===== src/rtl/led_drv_pkg.sv =====
// rtl/led_drv_pkg.sv - shared constants and helpers for the LED bar driver
// Provides clog2 for level width derivation and the mode/range encodings
// used on iMODE and iRANGE.
package led_drv_pkg;

    localparam logic MODE_DOT   = 1'b0;
    localparam logic MODE_BAR   = 1'b1;
    localparam logic RANGE_HALF = 1'b0;
    localparam logic RANGE_FULL = 1'b1;

    function automatic int clog2(input int n);
        int r;
        r = 0;
        for (int i = 0; i < 31; i++) begin
            if ((1 << i) < n) begin
                r = i + 1;
            end
        end
        return r;
    endfunction

endpackage


===== src/rtl/led_bar_driver_if.sv =====
// rtl/led_bar_driver_if.sv - sample bus from the accelerometer reader
// Signals:
//   iDIG   signed sample, DATA_W bits
//   iVALID sample strobe
//   iRANGE 1 = full-range sample, 0 = half-range
//   iMODE  0 = dot pattern, 1 = bar pattern
// master drives the bus, slave (the LED driver) consumes it.
interface led_bar_driver_if #(
    parameter int DATA_W = 10
);

    logic signed [DATA_W-1:0] iDIG;
    logic                     iVALID;
    logic                     iRANGE;
    logic                     iMODE;

    modport master (output iDIG, output iVALID, output iRANGE, output iMODE);
    modport slave  (input  iDIG, input  iVALID, input  iRANGE, input  iMODE);

endinterface


===== src/rtl/led_level_decoder.sv =====
// rtl/led_level_decoder.sv - level/sign/mode to centre-out LED pattern
// Ports:
//   level_i  magnitude level, clog2(LED_N) bits
//   sign_i   1 = negative side (LEDs below centre)
//   mode_i   dot or bar pattern
//   led_o    LED_N pattern, purely combinational
module led_level_decoder
    import led_drv_pkg::*;
#(
    parameter  int LED_N = 8,
    localparam int LVL_W = clog2(LED_N)
) (
    input  logic [LVL_W-1:0] level_i,
    input  logic             sign_i,
    input  logic             mode_i,
    output logic [LED_N-1:0] led_o
);

    localparam int H = LED_N / 2;

    // Every pattern is one contiguous run of LEDs [lo, hi]. The outer end is
    // the furthest dot-mode LED; the inner end is either the centre LED (bar),
    // the neighbour towards the centre (dot, even level), or the outer LED
    // itself (dot, odd level).
    always_comb begin
        int j;
        int outer;
        int inner;
        int lo;
        int hi;
        logic dual;

        j     = int'(level_i[LVL_W-1:1]);
        dual  = ~level_i[0];
        outer = 0;
        inner = 0;
        lo    = 0;
        hi    = 0;
        led_o = '0;

        if (!sign_i) begin
            outer = H + j;
            inner = (mode_i == MODE_BAR) ? (H - 1) : (dual ? (outer - 1) : outer);
            lo    = inner;
            hi    = outer;
        end else begin
            outer = H - 1 - j;
            inner = (mode_i == MODE_BAR) ? H : (dual ? (outer + 1) : outer);
            lo    = outer;
            hi    = inner;
        end

        for (int i = 0; i < LED_N; i++) begin
            led_o[i] = (i >= lo) && (i <= hi);
        end
    end

endmodule


===== src/rtl/led_bar_driver.sv =====
// rtl/led_bar_driver.sv - signed accelerometer sample to LED bar/dot display
// Ports:
//   iCLK, iRSTN  clock, asynchronous active-low reset
//   smp          sample bus (iDIG, iVALID, iRANGE, iMODE), slave side
//   iINT         asynchronous activity interrupt, rising edge starts a flash
//   oLED         LED drive, registered
//   oACTIVE      high during the flash window, registered
//   oLEVEL       current level, registered
//   oSIGN        sign of the smoothed value, registered
module led_bar_driver
    import led_drv_pkg::*;
#(
    parameter  int DATA_W    = 10,
    parameter  int LED_N     = 8,
    parameter  int AVG_SHIFT = 0,
    parameter  int BLINK_W   = 24,
    parameter  int FLASH_BIT = 20,
    localparam int LVL_W     = clog2(LED_N)
) (
    input  logic              iCLK,
    input  logic              iRSTN,
    led_bar_driver_if.slave   smp,
    input  logic              iINT,
    output logic [LED_N-1:0]  oLED,
    output logic              oACTIVE,
    output logic [LVL_W-1:0]  oLEVEL,
    output logic              oSIGN
);

    logic signed [DATA_W-1:0] v_scaled;
    logic signed [DATA_W:0]   diff;
    logic signed [DATA_W:0]   diff_sh;
    logic signed [DATA_W-1:0] avg_q, avg_d;

    logic                     sign_c;
    logic [LVL_W-1:0]         level_c;
    logic [LED_N-1:0]         pattern_c;

    logic                     s0_q, s1_q, s2_q;
    logic [BLINK_W-1:0]       cnt_q, cnt_d;

    logic [LED_N-1:0]         led_q, led_d;
    logic                     active_q, active_d;
    logic [LVL_W-1:0]         level_q;
    logic                     sign_q;

    // Half-range samples saturate to the inner half of the code space and are
    // then doubled. The top two bits tell whether the sample is in range.
    always_comb begin
        v_scaled = smp.iDIG;
        if (smp.iRANGE != RANGE_FULL) begin
            case (smp.iDIG[DATA_W-1 -: 2])
                2'b01:   v_scaled = {1'b0, {(DATA_W-2){1'b1}}, 1'b0};
                2'b10:   v_scaled = {1'b1, {(DATA_W-1){1'b0}}};
                default: v_scaled = {smp.iDIG[DATA_W-2:0], 1'b0};
            endcase
        end
    end

    // Exponential smoothing. The difference needs one extra bit; after the
    // arithmetic shift the sum always lands back inside DATA_W.
    always_comb begin
        diff    = {v_scaled[DATA_W-1], v_scaled} - {avg_q[DATA_W-1], avg_q};
        diff_sh = diff >>> AVG_SHIFT;
        avg_d   = smp.iVALID ? DATA_W'(avg_q + diff_sh) : avg_q;
    end

    // One's complement magnitude keeps -1 and 0 at the same level, giving a
    // symmetric display around the centre.
    assign sign_c  = avg_q[DATA_W-1];
    assign level_c = sign_c ? ~avg_q[DATA_W-2 -: LVL_W] : avg_q[DATA_W-2 -: LVL_W];

    led_level_decoder #(
        .LED_N (LED_N)
    ) u_decoder (
        .level_i (level_c),
        .sign_i  (sign_c),
        .mode_i  (smp.iMODE),
        .led_o   (pattern_c)
    );

    // Counter MSB set means idle; a start clears it and it runs until the MSB
    // sets again, which gives a window of 2^(BLINK_W-1) cycles.
    always_comb begin
        cnt_d = cnt_q;
        if (s1_q && !s2_q) begin
            cnt_d = '0;
        end else if (!cnt_q[BLINK_W-1]) begin
            cnt_d = cnt_q + BLINK_W'(1);
        end
    end

    always_comb begin
        active_d = ~cnt_q[BLINK_W-1];
        if (active_d) begin
            led_d = cnt_q[FLASH_BIT] ? '0 : '1;
        end else begin
            led_d = pattern_c;
        end
    end

    always_ff @(posedge iCLK or negedge iRSTN) begin
        if (!iRSTN) begin
            avg_q    <= '0;
            s0_q     <= 1'b0;
            s1_q     <= 1'b0;
            s2_q     <= 1'b0;
            cnt_q    <= {1'b1, {(BLINK_W-1){1'b0}}};
            led_q    <= '0;
            active_q <= 1'b0;
            level_q  <= '0;
            sign_q   <= 1'b0;
        end else begin
            avg_q    <= avg_d;
            s0_q     <= iINT;
            s1_q     <= s0_q;
            s2_q     <= s1_q;
            cnt_q    <= cnt_d;
            led_q    <= led_d;
            active_q <= active_d;
            level_q  <= level_c;
            sign_q   <= sign_c;
        end
    end

    assign oLED    = led_q;
    assign oACTIVE = active_q;
    assign oLEVEL  = level_q;
    assign oSIGN   = sign_q;

endmodule


===== src/flat_wrapper.sv =====
// flat-port wrapper written by rule: the top's interface ports become plain ports
module led_bar_driver_flat import led_drv_pkg::*;
#(
    parameter  int DATA_W    = 10,
    parameter  int LED_N     = 8,
    parameter  int AVG_SHIFT = 0,
    parameter  int BLINK_W   = 24,
    parameter  int FLASH_BIT = 20,
    localparam int LVL_W     = clog2(LED_N)
)
  (iCLK, iRSTN, iINT, oLED, oACTIVE, oLEVEL, oSIGN, smp_iDIG, smp_iVALID, smp_iRANGE, smp_iMODE);
  led_bar_driver_if #(.DATA_W(DATA_W)) smp_i ();
  input  logic iCLK;
  input  logic iRSTN;
  input  logic iINT;
  output logic [LED_N-1:0] oLED;
  output logic oACTIVE;
  output logic [LVL_W-1:0] oLEVEL;
  output logic oSIGN;
  input wire logic [$bits(smp_i.iDIG)-1:0] smp_iDIG;
  input wire logic [$bits(smp_i.iVALID)-1:0] smp_iVALID;
  input wire logic [$bits(smp_i.iRANGE)-1:0] smp_iRANGE;
  input wire logic [$bits(smp_i.iMODE)-1:0] smp_iMODE;
  assign smp_i.iDIG = smp_iDIG;
  assign smp_i.iVALID = smp_iVALID;
  assign smp_i.iRANGE = smp_iRANGE;
  assign smp_i.iMODE = smp_iMODE;
  led_bar_driver #(.DATA_W(DATA_W), .LED_N(LED_N), .AVG_SHIFT(AVG_SHIFT), .BLINK_W(BLINK_W), .FLASH_BIT(FLASH_BIT)) u_core (.iCLK(iCLK), .iRSTN(iRSTN), .smp(smp_i), .iINT(iINT), .oLED(oLED), .oACTIVE(oACTIVE), .oLEVEL(oLEVEL), .oSIGN(oSIGN));
endmodule

===== config.mk =====
export PLATFORM = sky130hd
export DESIGN_NAME = led_bar_driver_flat
export DESIGN_NICKNAME = d
export VERILOG_FILES = /design/src/rtl/led_drv_pkg.sv /design/src/rtl/led_bar_driver_if.sv /design/src/rtl/led_level_decoder.sv /design/src/rtl/led_bar_driver.sv /design/src/flat_wrapper.sv
export SDC_FILE = /design/constraint.sdc
export NUM_CORES = 1
export LEC_CHECK = 0
export CAP_MARGIN = 20
export CORE_MARGIN = 2
export CORE_UTILIZATION = 33
export CTS_BUF_LIST = sky130_fd_sc_hd__clkbuf_8
export DETAILED_ROUTE_END_ITERATION = 6
export GPL_TIMING_DRIVEN = 0
export PLACE_DENSITY = 0.6
export SLEW_MARGIN = 10
export SYNTH_ARGS = -nofsm -noshare
export SYNTH_HDL_FRONTEND = slang
export SYNTH_HIERARCHICAL = 1
export SYNTH_SLANG_ARGS = --single-unit

===== constraint.sdc =====
create_clock -name iCLK -period 3.2 [get_ports iCLK]
set_clock_uncertainty 0.1 [all_clocks]
set_input_delay 0.96 -clock iCLK [delete_from_list [all_inputs] [get_ports iCLK]]
set_output_delay 0.96 -clock iCLK [all_outputs]
set_load 0.01 [all_outputs]

Yosys cells after proc, flatten, opt, wreduce, memory -nomap -nowiden. Index checks and enable logic that the tools add are counted.

Input port bits: 16. Bits in registers: 50. Logic and storage cells: 61.

Bitwise gates (word level): 2. Add/sub/neg operators: 7. Mux-type cells: 13. Magnitude comparators: 16. Reductions and logical operators: 10. Equal/unequal tests: 3.

Operator list (count): $mux W32 (6); $ge A4 B32 Y1 const A (4); $le A4 B32 Y1 const A (4); $ge A3 B32 Y1 const A (2); $le A3 B32 Y1 const A (2); $mux W24 (2); $ge A1 B32 Y1 const A (1); $ge A2 B32 Y1 const A (1); $le A1 B32 Y1 const A (1); $le A2 B32 Y1 const A (1); $add A24 B1 Y24 const B (1); $pmux W10 S2 (1); $mux W8 (2); $add A10 B10 Y10 (1); $mux W10 (1); $sub A10 B10 Y10 (1); $logic_and A1 B1 Y1 (9); $sub A4 B1 Y5 const B (1); $add A3 B2 Y4 const A (1); $add A3 B2 Y4 const B (1); $mux W3 (1); $not A3 Y3 (1); $sub A2 B2 Y3 const A (1); $eq A2 B1 Y1 const B (1); other kinds (4) (4).

Longest topological paths before layout. Gate-level depths: netlist of the first run.

Word-level depth: 10. Gate-level depth with buffers: 16.

Modules after synthesis. The synthesis of the first run kept the hierarchy.

Modules (own cells, without submodules): led_bar_driver (times used 1, cells each 307, area an instance 2974.1 µm²); led_level_decoder (times used 1, cells each 40, area an instance 254.0 µm²).

Worst setup path after synthesis of the first run. Ideal clock, no wire load.

Path kind: input to register. Start: input port smp_iDIG[8]. End: register u_core.avg_q[7]. Buffers on the path: 2. Path slack: -1115 ps. Stages: 16. Library setup time: 70 ps. Arrival: 4145 ps. Cell sequence: inv_1 ha_1 buf_2 nor2b_1 clkbuf_1 a21oi_1 o21ai_0 ha_1 xor2_1 inv_1 fa_1 nand2b_1 a21oi_1 a21oi_1 or4b_2 nand3b_1.

Cells in the longest elaborated chain, start to end: 5. Elaborated cells on any way between the ends: 6. Those cells by class: add/sub (2); eq/ne (2); mux (2).

Ends and longest elaborated chain: start, declared (RTL line flat_wrapper.sv:20) `input wire logic [$bits(smp_i.iDIG)-1:0] smp_iDIG;`; $eq A2 B2 Y1 / $eq A2 B1 Y1 (equally long branches) (RTL line led_bar_driver.sv:52) `case (smp.iDIG[DATA_W-1 -: 2])`; $pmux W10 S2 (*) (RTL line led_bar_driver.sv:52); $mux W10 (*) (RTL line led_bar_driver.sv:51) `if (smp.iRANGE != RANGE_FULL) begin`; $sub A10 B10 Y10 (*) (RTL line led_bar_driver.sv:63) `diff = {v_scaled[DATA_W-1], v_scaled} - {avg_q[DATA_W-1], avg_q};`; $add A10 B10 Y10 (*) (RTL line led_bar_driver.sv:65) `avg_d = smp.iVALID ? DATA_W'(avg_q + diff_sh) : avg_q;`; end signal, assigned (RTL line led_bar_driver.sv:114) `avg_q <= avg_d;`; end, declared (RTL line led_bar_driver.sv:33) `logic signed [DATA_W-1:0] avg_q, avg_d;`.

Mark *: on every way between the ends. The rest lies on a longest branch, timed or not. A chain may end at the register's enable or synchronous reset.

Worst setup path after layout of the first run. Same ends and word-level chain as after synthesis.

==> results of run 1 <==
-- logic make-up after synthesis --
kind of cell	after synthesis	synth area share [%]
DFF	49	38.0
xor gates and xnor gates	35	9.50
adders and majority gates	28	11.1
AOI/OAI and AO/OA	75	14.1
and+or+nand+nor	114	20.3
buffers and inverters	43	6.05
muxes	3	0.930
-- state kept, by name (all words and copies together) (netlist names) --
register and count:
u_core/s1_q 1, u_core/cnt_q 24, u_core/oLED 8, u_core/oSIGN 1, u_core/oLEVEL 3, u_core/s0_q 1
u_core/avg_q 9, u_core/oACTIVE 1, u_core/s2_q 1
-- routing by layer --
metal,track usage [%],vias up,wire length [um]
met5,0,-,0
met4,4.05,0,63
met3,2.17,6,230
met2,22.9,42,3300
met1,15.7,1196,2960
li1,-,1270,-
-- through the flow --
step	total power [mW]	util [%]	setup TNS (ns)	std cells	cell area, um^2
finish	4.07	43.7	-1.04	529	4210
detailed placement	2.90	38.8	-9.98	508	3740
floorplan	2.48	-	-2.28	347	3280
global route	4.40	43.7	-1.55	529	4210
CTS	3.69	41.7	-0.977	525	4020
global placement	2.86	38.6	-32.03	507	3720
-- cells in the mapped netlist (all sizes together), types with 4 or more instances --
cell type	instances
nand4	4
o21ai	24
clkbuf	9
inv	27
a21o	11
ha	27
a21oi	24
dfrtp	48
nor2b	6
nor2	33
a211oi	5
xnor2	19
buf	7
nand2	23
or2	8
nor3	9
or3	7
xor2	16
nand3	6
-- worst max-delay path, cell delays in order --
cell and delay [ns]:
buf_8 0.09, inv_8 0.03, ha_4 0.27, buf_6 0.15, a21oi_2 0.07, o21ai_2 0.19
ha_4 0.24, xor2_2 0.18, inv_2 0.06, fa_2 0.39, nand2b_4 0.16, a21oi_4 0.16
a21oi_2 0.08, or4b_4 0.51, nand3b_1 0.09
-- path summary, 6_finish.rpt --
path | slack [ns] | from | to | cells past startpoint
worst min register to register | 0.26 | u_core/s0_q | u_core/s1_q | 0
worst max-delay path | -0.30 | smp_iDIG[8] | u_core/avg_q[7] | 15
worst min-delay path | 0.26 | u_core/s0_q | u_core/s1_q | 0
max in group asynchronous | 1.93 | iRSTN | u_core/cnt_q[23] | 2
min in group asynchronous | 0.48 | iRSTN | u_core/cnt_q[11] | 1
worst max register to register | 0.60 | u_core/avg_q[1] | u_core/avg_q[7] | 10
-- where the power goes --
| group | switching [mW] | total, mW | leakage (nW) | internal (mW) |
|---|---|---|---|---|
| Clock | 0.221 | 0.377 | 0.0481 | 0.155 |
| Sequential | 0.129 | 0.861 | 0.593 | 0.732 |
| Combinational | 1.39 | 2.83 | 1.13 | 1.44 |
| Total | 1.74 | 4.07 | 1.77 | 2.33 |
-- layout make-up --
type                       instances  area, um^2
fill                             952        5430
multi-input combinational        255        2100
sequential                        49        1230
timing repair buffer              42         417
tap                              133         166
inverter                          27         109
buffer                            15        98.8
clock buffer                       5        68.8
clock inverter                     3        22.5
-- timing repair --
item                                    in CTS  in global routing
endpoints found under the setup margin       8                  5
setup buffers                               10                  4
gates resized for setup                     44                 28
pin swaps                                   22                 16
==> flow_summary_export.csv, run 1 <==
group,metric,value,unit
yosys,syn-mean-instance-area,9.30,um^2
yosys,yosys_most_used_dff,"dfrtp_1",
route,ant_nets,0,
yosys,synth_area,3230,um^2
global_route,grt-ovfl-total,0,
cells_and_area,mostFrequentLayoutCells,"dfrtp_1 (48), nor2_1 (30), clkdlybuf4s50_1 (24), inv_1 (24), nand2_1 (23)",
setup_path,worst_setup_path_start_kind,"input port",
place,dp_slack,-1.57,ns
timing,max-slew-margin-rel,65.3,%
floorplan,fp.dieH,103,um
floorplan,core,9640,um^2
setup_path,cp-end-kind,"register",
global_route,grt_use_total,12.8,%
yosys,synthArstFlopShare,100,%
clock_network,cts.sinks,49,
global_route,grt_pass1_vias,2458,
timing,hold_violations,0,
yosys,synthCells,347,
route,routedWlPerCell,12.4,um
timing,finalSetupViolations,5,
route,post-route-drc-count,0,
pwr,power_density,967,nW/um^2
floorplan,initial_core_util,33.5,%
yosys,synth-edff-count,0,
yosys,synth_fp_nets,391,
cells_and_area,nNetsFinal,439,
global_route,antenna_found_initial,0,
route,post_drt_via_cell_ratio,4.75,
clock_network,cts.path.max_buffers,2,
timing,min_period,3.50,ns
clock_network,cts_buffers,5,
floorplan,ioPinCount,29,
timing,worst_pin_slew,0.519,ns
cells_and_area,drive_gt1_share,24.7,%
timing,maxSlewViolCount,0,
setup_path,crit_type,"input port to register",
yosys,synth.top_cell.area_share,37.2,%
cells_and_area,area_delta_synth_final,30.4,%
clock_network,clock_latency,0.31,ns
cells_and_area,final_common_cell,"dfrtp_1",
yosys,ys_ff_latch,49,
floorplan,die_x,103,um
route,drt-total-wl,6560,um
yosys,ys_seq_area_share,38.0,%
route,vias,2514,
setup_path,arrival,3.64,ns
floorplan,rows,36,
floorplan,die_area,10600,um^2
place,port_buffers,27,
yosys,netlist_top_cells_area,"dfrtp_1 (37%), ha_1 (10%), xnor2_1 (5.2%)",
place,place_hpwl,4550,um
cells_and_area,diodes,0,
pwr,power.leakage,1.77,nW
yosys,yosysUniqueCellTypes,50,
global_route,grt_max_degree,34,
clock_network,path_clk_slew,0.09,ns
yosys,synth_top_area_cell,"dfrtp_1",
setup_path,crit_fanout,9,
place,globalplace.congestion,0.811,
status,outcome,"complete, but fails checks",
setup_path,cp.required,3.34,ns
timing,min_period_over_period,109,%
clock_network,root_buffer,"clkbuf_8",
timing,fmax,286,MHz
pwr,irDropWorstVdd,0.000657,V
timing,rsz0062_at_grt,"yes",
clock_network,hold_buffers,0,
timing,timing.hold.ws,0.255,ns
yosys,ys_warn_count,6,
route,dr.pass1.iters,6,
route,drt-initial-drc-count,81,
flow_run,cap_violations,0,
clock_network,cts_tree,"yes",
worst_hold_path,hold_path.class,"register to register",
status,violations,"setup timing",
global_route,grt_pass1_wl,10800,um
clock_network,ctsHtreeMaxLevel,2,
timing,worst_slack,-0.302,ns
Power figures use the tool's default switching activity.
==> inputs of run 2 (changes only) <==
Settings changed: GPL_ROUTABILITY_DRIVEN set to 0, PLACE_DENSITY 0.6 to 0.55.
==> run 2 against run 1 <==
Against the previous run: the flow still finishes with violations (setup timing); cell count shrank 0.38%; non-clock buffer count shrank 2; sequential power grew 0.7%; wire length grew 1.4%; setup slack lost 0.016 ns; fmax shrank 0.46%; register-to-register slack lost 0.10 ns; power grew 0.29%.
==> flow_summary_export.csv, run 2 (synthesized netlist as in run 1, its figures left out) <==
group,metric,value,unit
pwr,irDropWorstVdd,0.000646,V
pwr,total_power,4.08,mW
timing,min_period_over_period,110,%
cells_and_area,layout.cells.non_filler,527,
floorplan,ioPinCount,29,
route,vias,2551,
route,ant_nets,0,
cells_and_area,mostFrequentLayoutCells,"dfrtp_1 (48), nor2_1 (30), clkdlybuf4s50_1 (24), nand2_1 (23), inv_1 (23)",
place,place_hpwl,4740,um
floorplan,rows,36,
cells_and_area,final_common_cell,"dfrtp_1",
global_route,grt_pass1_wl,11500,um
setup_path,cp-end-kind,"register",
global_route,antenna_found_initial,0,
global_route,grt-ovfl-total,0,
clock_network,path_clk_slew,0.09,ns
setup_path,arrival,3.66,ns
setup_path,cp.required,3.34,ns
floorplan,die_x,103,um
pwr,power.leakage,1.75,nW
cells_and_area,fill_cells,953,
floorplan,die_area,10600,um^2
status,outcome,"complete, but fails checks",
route,post_drt_via_cell_ratio,4.84,
clock_network,root_buffer,"clkbuf_8",
status,violations,"setup timing",
cells_and_area,top_register,"u_core/cnt_q",
place,dp_cells,508,
setup_path,crit_type,"input port to register",
place,port_buffers,27,
timing,rsz0062_at_grt,"yes",
global_route,grt_pass1_vias,2522,
floorplan,core,9640,um^2
route,drt-initial-drc-count,145,
clock_network,hold_buffers,0,
pwr,power_density,981,nW/um^2
timing,worst_pin_slew,0.550,ns
pwr,clkPwrFrac,9.2,%
global_route,grt_max_degree,30,
floorplan,fp.dieH,103,um
setup_path,critPathSlowestCell,"or4b_4",
pwr,power_frac_seq,21.2,%
setup_path,crit_fanout,8,
worst_hold_path,hold_path.class,"register to register",
cells_and_area,nNetsFinal,437,
timing,fmax,284,MHz
setup_path,path_cells,"buf_12 -> inv_8 -> ha_4 -> nor2b_1 -> buf_4 -> a21oi_2 -> o21ai_2 -> ha_4 -> xor2_4 -> inv_2 -> fa_2 -> nand2b_4 -> a21oi_4 -> a21oi_2 -> or4b_4 -> nand3b_1",
pwr,netSwitchingFraction,43.0,%
flow_run,cap_violations,0,
timing,worst_slack,-0.319,ns
setup_path,slowest_delay,0.48,ns
timing,min_period,3.52,ns
clock_network,clock_latency,0.30,ns
floorplan,initial_core_util,33.5,%
pwr,intPower,2.33,mW
pwr,combPwrFrac,69.6,%
timing,hold_violations,0,
route,dr.pass1.iters,4,
timing,max-slew-margin-rel,63.2,%
route,routedWlPerCell,12.6,um
clock_network,cts_buffers,5,
route,drt-total-wl,6650,um
pwr,power.switching,1.75,mW
clock_network,cts.path.max_buffers,2,
timing,maxSlewViolCount,0,
global_route,grt_use_total,13.5,%
timing,finalSetupViolations,5,
clock_network,ctsHtreeMaxLevel,2,
route,post-route-drc-count,0,
cells_and_area,drive_gt1_share,23.9,%
clock_network,cts_tree,"yes",
setup_path,worst_setup_path_start_kind,"input port",
cells_and_area,area_delta_synth_final,29.0,%
clock_network,cts.sinks,49,
cells_and_area,diodes,0,
cells_and_area,largest_reg_flops,24,
-- run 2: critical path: cells and delay by family --
kind / cells / cell delay [ns]
adder cells (fa/ha/maj): 3 / 0.82
buffers and inverters: 4 / 0.37
AND/OR/NAND/NOR: 4 / 0.84
XOR/XNOR: 1 / 0.15
AO/OA/AOI/OAI: 4 / 0.49
-- run 2: path summary, 6_finish.rpt --
check,start,endpoint,slack [ns],depth (start not counted)
min in group asynchronous,iRSTN,u_core/cnt_q[13],0.53,1
max in group asynchronous,iRSTN,u_core/cnt_q[23],1.87,2
min reg2reg,u_core/s0_q,u_core/s1_q,0.26,0
max reg2reg,u_core/avg_q[1],u_core/avg_q[7],0.50,10
min,u_core/s0_q,u_core/s1_q,0.26,0
max,smp_iDIG[8],u_core/avg_q[7],-0.32,16
-- run 2: final cells by class --
| class | count | area (um^2) | share of cell area [%] |
|---|---|---|---|
| Tap cell | 133 | 166 | 4.00 |
| Timing Repair Buffer | 40 | 402 | 9.65 |
| Sequential cell | 49 | 1230 | 29.5 |
| Clock buffer | 5 | 68.8 | 1.65 |
| Buffer | 15 | 95.1 | 2.28 |
| Multi-Input combinational cell | 255 | 2070 | 49.8 |
| Clock inverter | 3 | 21.3 | 0.511 |
| Inverter | 27 | 109 | 2.61 |
-- run 2: power by group through the flow --
stage / Sequential, mW / Clock, mW / Combinational (mW)
4_1_cts: 0.860 / 0.396 / 2.63
3_5_place_dp: 0.863 / 0 / 2.06
5_1_grt: 0.886 / 0.422 / 3.15
6_report: 0.867 / 0.375 / 2.84
2_1_floorplan: 0.852 / 0 / 1.63
3_3_place_gp: 0.858 / 0 / 2.03
-- run 2: routing by layer --
metal / share of wire [%] / routed length (um) / track usage [%]
met5: 0 / 0 / 0
met1: 46 / 3030 / 17.4
met2: 50 / 3350 / 23.5
met4: 0.72 / 48 / 3.74
met3: 3.3 / 220 / 2.37
-- run 2: repair_timing --
action | 4_1_cts | 5_1_grt
pin swaps | 20 | 15
setup endpoints to repair | 8 | 5
buffers inserted | 12 | 0
gates resized for setup | 50 | 15
-- run 2: through the flow --
step / util, % / instance area, um^2 / setup TNS [ns] / hold slack (ns) / setup slack, ns
2_1_floorplan: - / 3280 / -2.28 / 0.231 / -0.659
3_3_place_gp: 38.6 / 3720 / -34.11 / 0.237 / -1.58
3_5_place_dp: 38.8 / 3740 / -10.36 / 0.236 / -1.61
4_1_cts: 42.3 / 4080 / -1.19 / 0.260 / -0.297
5_1_grt: 43.2 / 4160 / -1.63 / 0.265 / -0.382
6_report: 43.2 / 4160 / -1.20 / 0.255 / -0.319
==> inputs of run 3 (changes only) <==
Settings changed: CORE_MARGIN 2 to not set, CORE_UTILIZATION 33 to 60, MAX_ROUTING_LAYER set to met4, PLACE_DENSITY 0.55 to 0.87.
==> run 3 against run 2 <==
Against the previous run: sequential share of layout area rose by 0.63 points; the flow still finishes with violations (setup timing); via count rose by 2.4%; design area fell by 2.1%; sequential power fell by 0.7%; clock power fell by 4%; setup slack improved by 0.012 ns.
==> flow_summary_export.csv, run 3 (synthesized netlist as in run 1, its figures left out) <==
group,metric,value,unit
worst_hold_path,hold_path.class,"register to register",
cells_and_area,top_register,"u_core/cnt_q",
status,violations,"setup timing",
place,post_dp_cell_area,3660,um^2
floorplan,core,5140,um^2
timing,worst_pin_slew,0.487,ns
cells_and_area,layout.cells.non_filler,464,
cells_and_area,largest_reg_flops,24,
cells_and_area,multiInputGateArea,2080,um^2
setup_path,cp.required,3.35,ns
timing,maxSlewViolCount,0,
clock_network,cts.path.max_buffers,2,
floorplan,die_area,5680,um^2
route,drt-initial-drc-count,157,
floorplan,die_x,75.4,um
route,vias,2612,
clock_network,ctsHtreeMaxLevel,2,
timing,min_period_over_period,110,%
cells_and_area,fill_cells,345,
setup_path,worst_setup_path_start_kind,"input port",
timing,min_period,3.51,ns
timing,max-slew-margin-rel,67.4,%
clock_network,clock_latency,0.31,ns
global_route,use_met2,43.3,%
cells_and_area,drive_gt1_share,23.1,%
global_route,grt_max_degree,31,
cells_and_area,final_common_cell,"dfrtp_1",
pwr,irDropWorstVdd,0.000841,V
setup_path,path_cells,"buf_8 -> inv_8 -> ha_4 -> nor2b_4 -> buf_6 -> a21oi_4 -> o21ai_2 -> ha_4 -> xor2_2 -> inv_1 -> fa_2 -> nand2b_4 -> a21oi_4 -> a21oi_2 -> or4b_4 -> nand3b_1",
timing,rsz0062_at_grt,"yes",
flow_run,cap_violations,0,
clock_network,hold_buffers,0,
clock_network,cts_buffers,5,
cells_and_area,mostFrequentLayoutCells,"dfrtp_1 (48), nor2_1 (30), inv_1 (25), clkdlybuf4s50_1 (24), nand2_1 (23)",
timing,hold_violations,0,
global_route,busiest_layer,"met2",
route,post-route-drc-count,0,
route,dr.pass1.iters,4,
place,port_buffers,27,
route,post_drt_via_cell_ratio,5.63,
status,outcome,"complete, but fails checks",
clock_network,path_clk_slew,0.09,ns
clock_network,root_buffer,"clkbuf_8",
global_route,grt_use_met3,4.10,%
setup_path,crit_fanout,6,
cells_and_area,area_delta_synth_final,26.2,%
route,drt-total-wl,6840,um
setup_path,crit_type,"input port to register",
timing,finalSetupViolations,5,
floorplan,initial_core_util,62.8,%
cells_and_area,fin_util,79.3,%
place,dp_slack,-1.57,ns
global_route,antenna_found_initial,0,
setup_path,slowest_delay,0.47,ns
timing,worst_slack,-0.307,ns
clock_network,cts_tree,"yes",
cells_and_area,nNetsFinal,437,
route,routedWlPerCell,14.7,um
global_route,grt_pass1_wl,10100,um
floorplan,rows,26,
global_route,grt_use_total,24.2,%
global_route,grt_pass1_vias,2340,
place,place_hpwl,4440,um
cells_and_area,diodes,0,
global_route,use_met1,27.7,%
floorplan,ioPinCount,29,
timing,fmax,285,MHz
cells_and_area,seq_area,1230,um^2
clock_network,cts.sinks,49,
cells_and_area,design_area,4080,um^2
pwr,power_density,998,nW/um^2
place,dp_cells,445,
setup_path,arrival,3.65,ns
pwr,power.leakage,1.74,nW
setup_path,critPathSlowestCell,"or4b_4",
global_route,grt-ovfl-total,0,
pwr,total_power,4.07,mW
floorplan,fp.dieH,75.4,um
route,ant_nets,0,
setup_path,cp-end-kind,"register",
run 3: cell count changes in the layout (fill, tap and decap cells not counted), sizes merged:
cell	before	now
clkinvlp	1	2
clkinv	1	0
run 3: per-stage QoR:
stage / hold slack [ns] / setup TNS, ns
finish: 0.257 / -1.25
CTS: 0.259 / -1.33
detailed placement: 0.237 / -9.97
global route: 0.274 / -1.77
global placement: 0.236 / -21.64
floorplan: 0.231 / -2.28
run 3: critical path: cells and delay by family:
family	cells	cell delay, ns
simple gates	4	0.83
buf+inv	4	0.34
compound gates	4	0.53
fa+ha+maj	3	0.83
xor+xnor	1	0.18
run 3: worst paths after layout:
| kind | slack, ns | endpoint | start | cells past startpoint |
|---|---|---|---|---|
| min in group asynchronous | 0.49 | u_core/cnt_q[11] | iRSTN | 1 |
| max in group asynchronous | 1.91 | u_core/cnt_q[23] | iRSTN | 2 |
| min | 0.26 | u_core/s1_q | u_core/s0_q | 0 |
| max | -0.31 | u_core/avg_q[7] | smp_iDIG[8] | 16 |
| min reg2reg | 0.26 | u_core/s1_q | u_core/s0_q | 0 |
| max reg2reg | 0.55 | u_core/avg_q[7] | u_core/avg_q[1] | 10 |
run 3: power breakdown:
group / switching [mW] / internal, mW
Combinational: 1.45 / 1.39
Sequential: 0.129 / 0.732
Clock: 0.209 / 0.151
run 3: cell type report:
type | instances | area share [%]
multi-input cells | 255 | 50.9
flip-flops and latches | 49 | 30.1
repair buffers | 40 | 9.55
inverters | 27 | 2.67
plain buffers | 15 | 2.43
well taps | 70 | 2.15
clock buffers | 5 | 1.69
clock inverters | 3 | 0.461
run 3: repair_timing:
action                                  in CTS  in global routing
gates resized for setup                     37                 32
gates cloned                                 0                  0
setup buffers                                9                  4
pin swaps                                   16                 14
hold endpoints to repair                     0                  0
endpoints found under the setup margin       8                  6
run 3: metal layers:
| metal | share of wire, % | vias to the layer above |
|---|---|---|
| met5 | 0 | - |
| met4 | 2.0 | 0 |
| met3 | 3.5 | 14 |
| met2 | 53 | 65 |
| met1 | 41 | 1258 |
| li1 | - | 1275 |
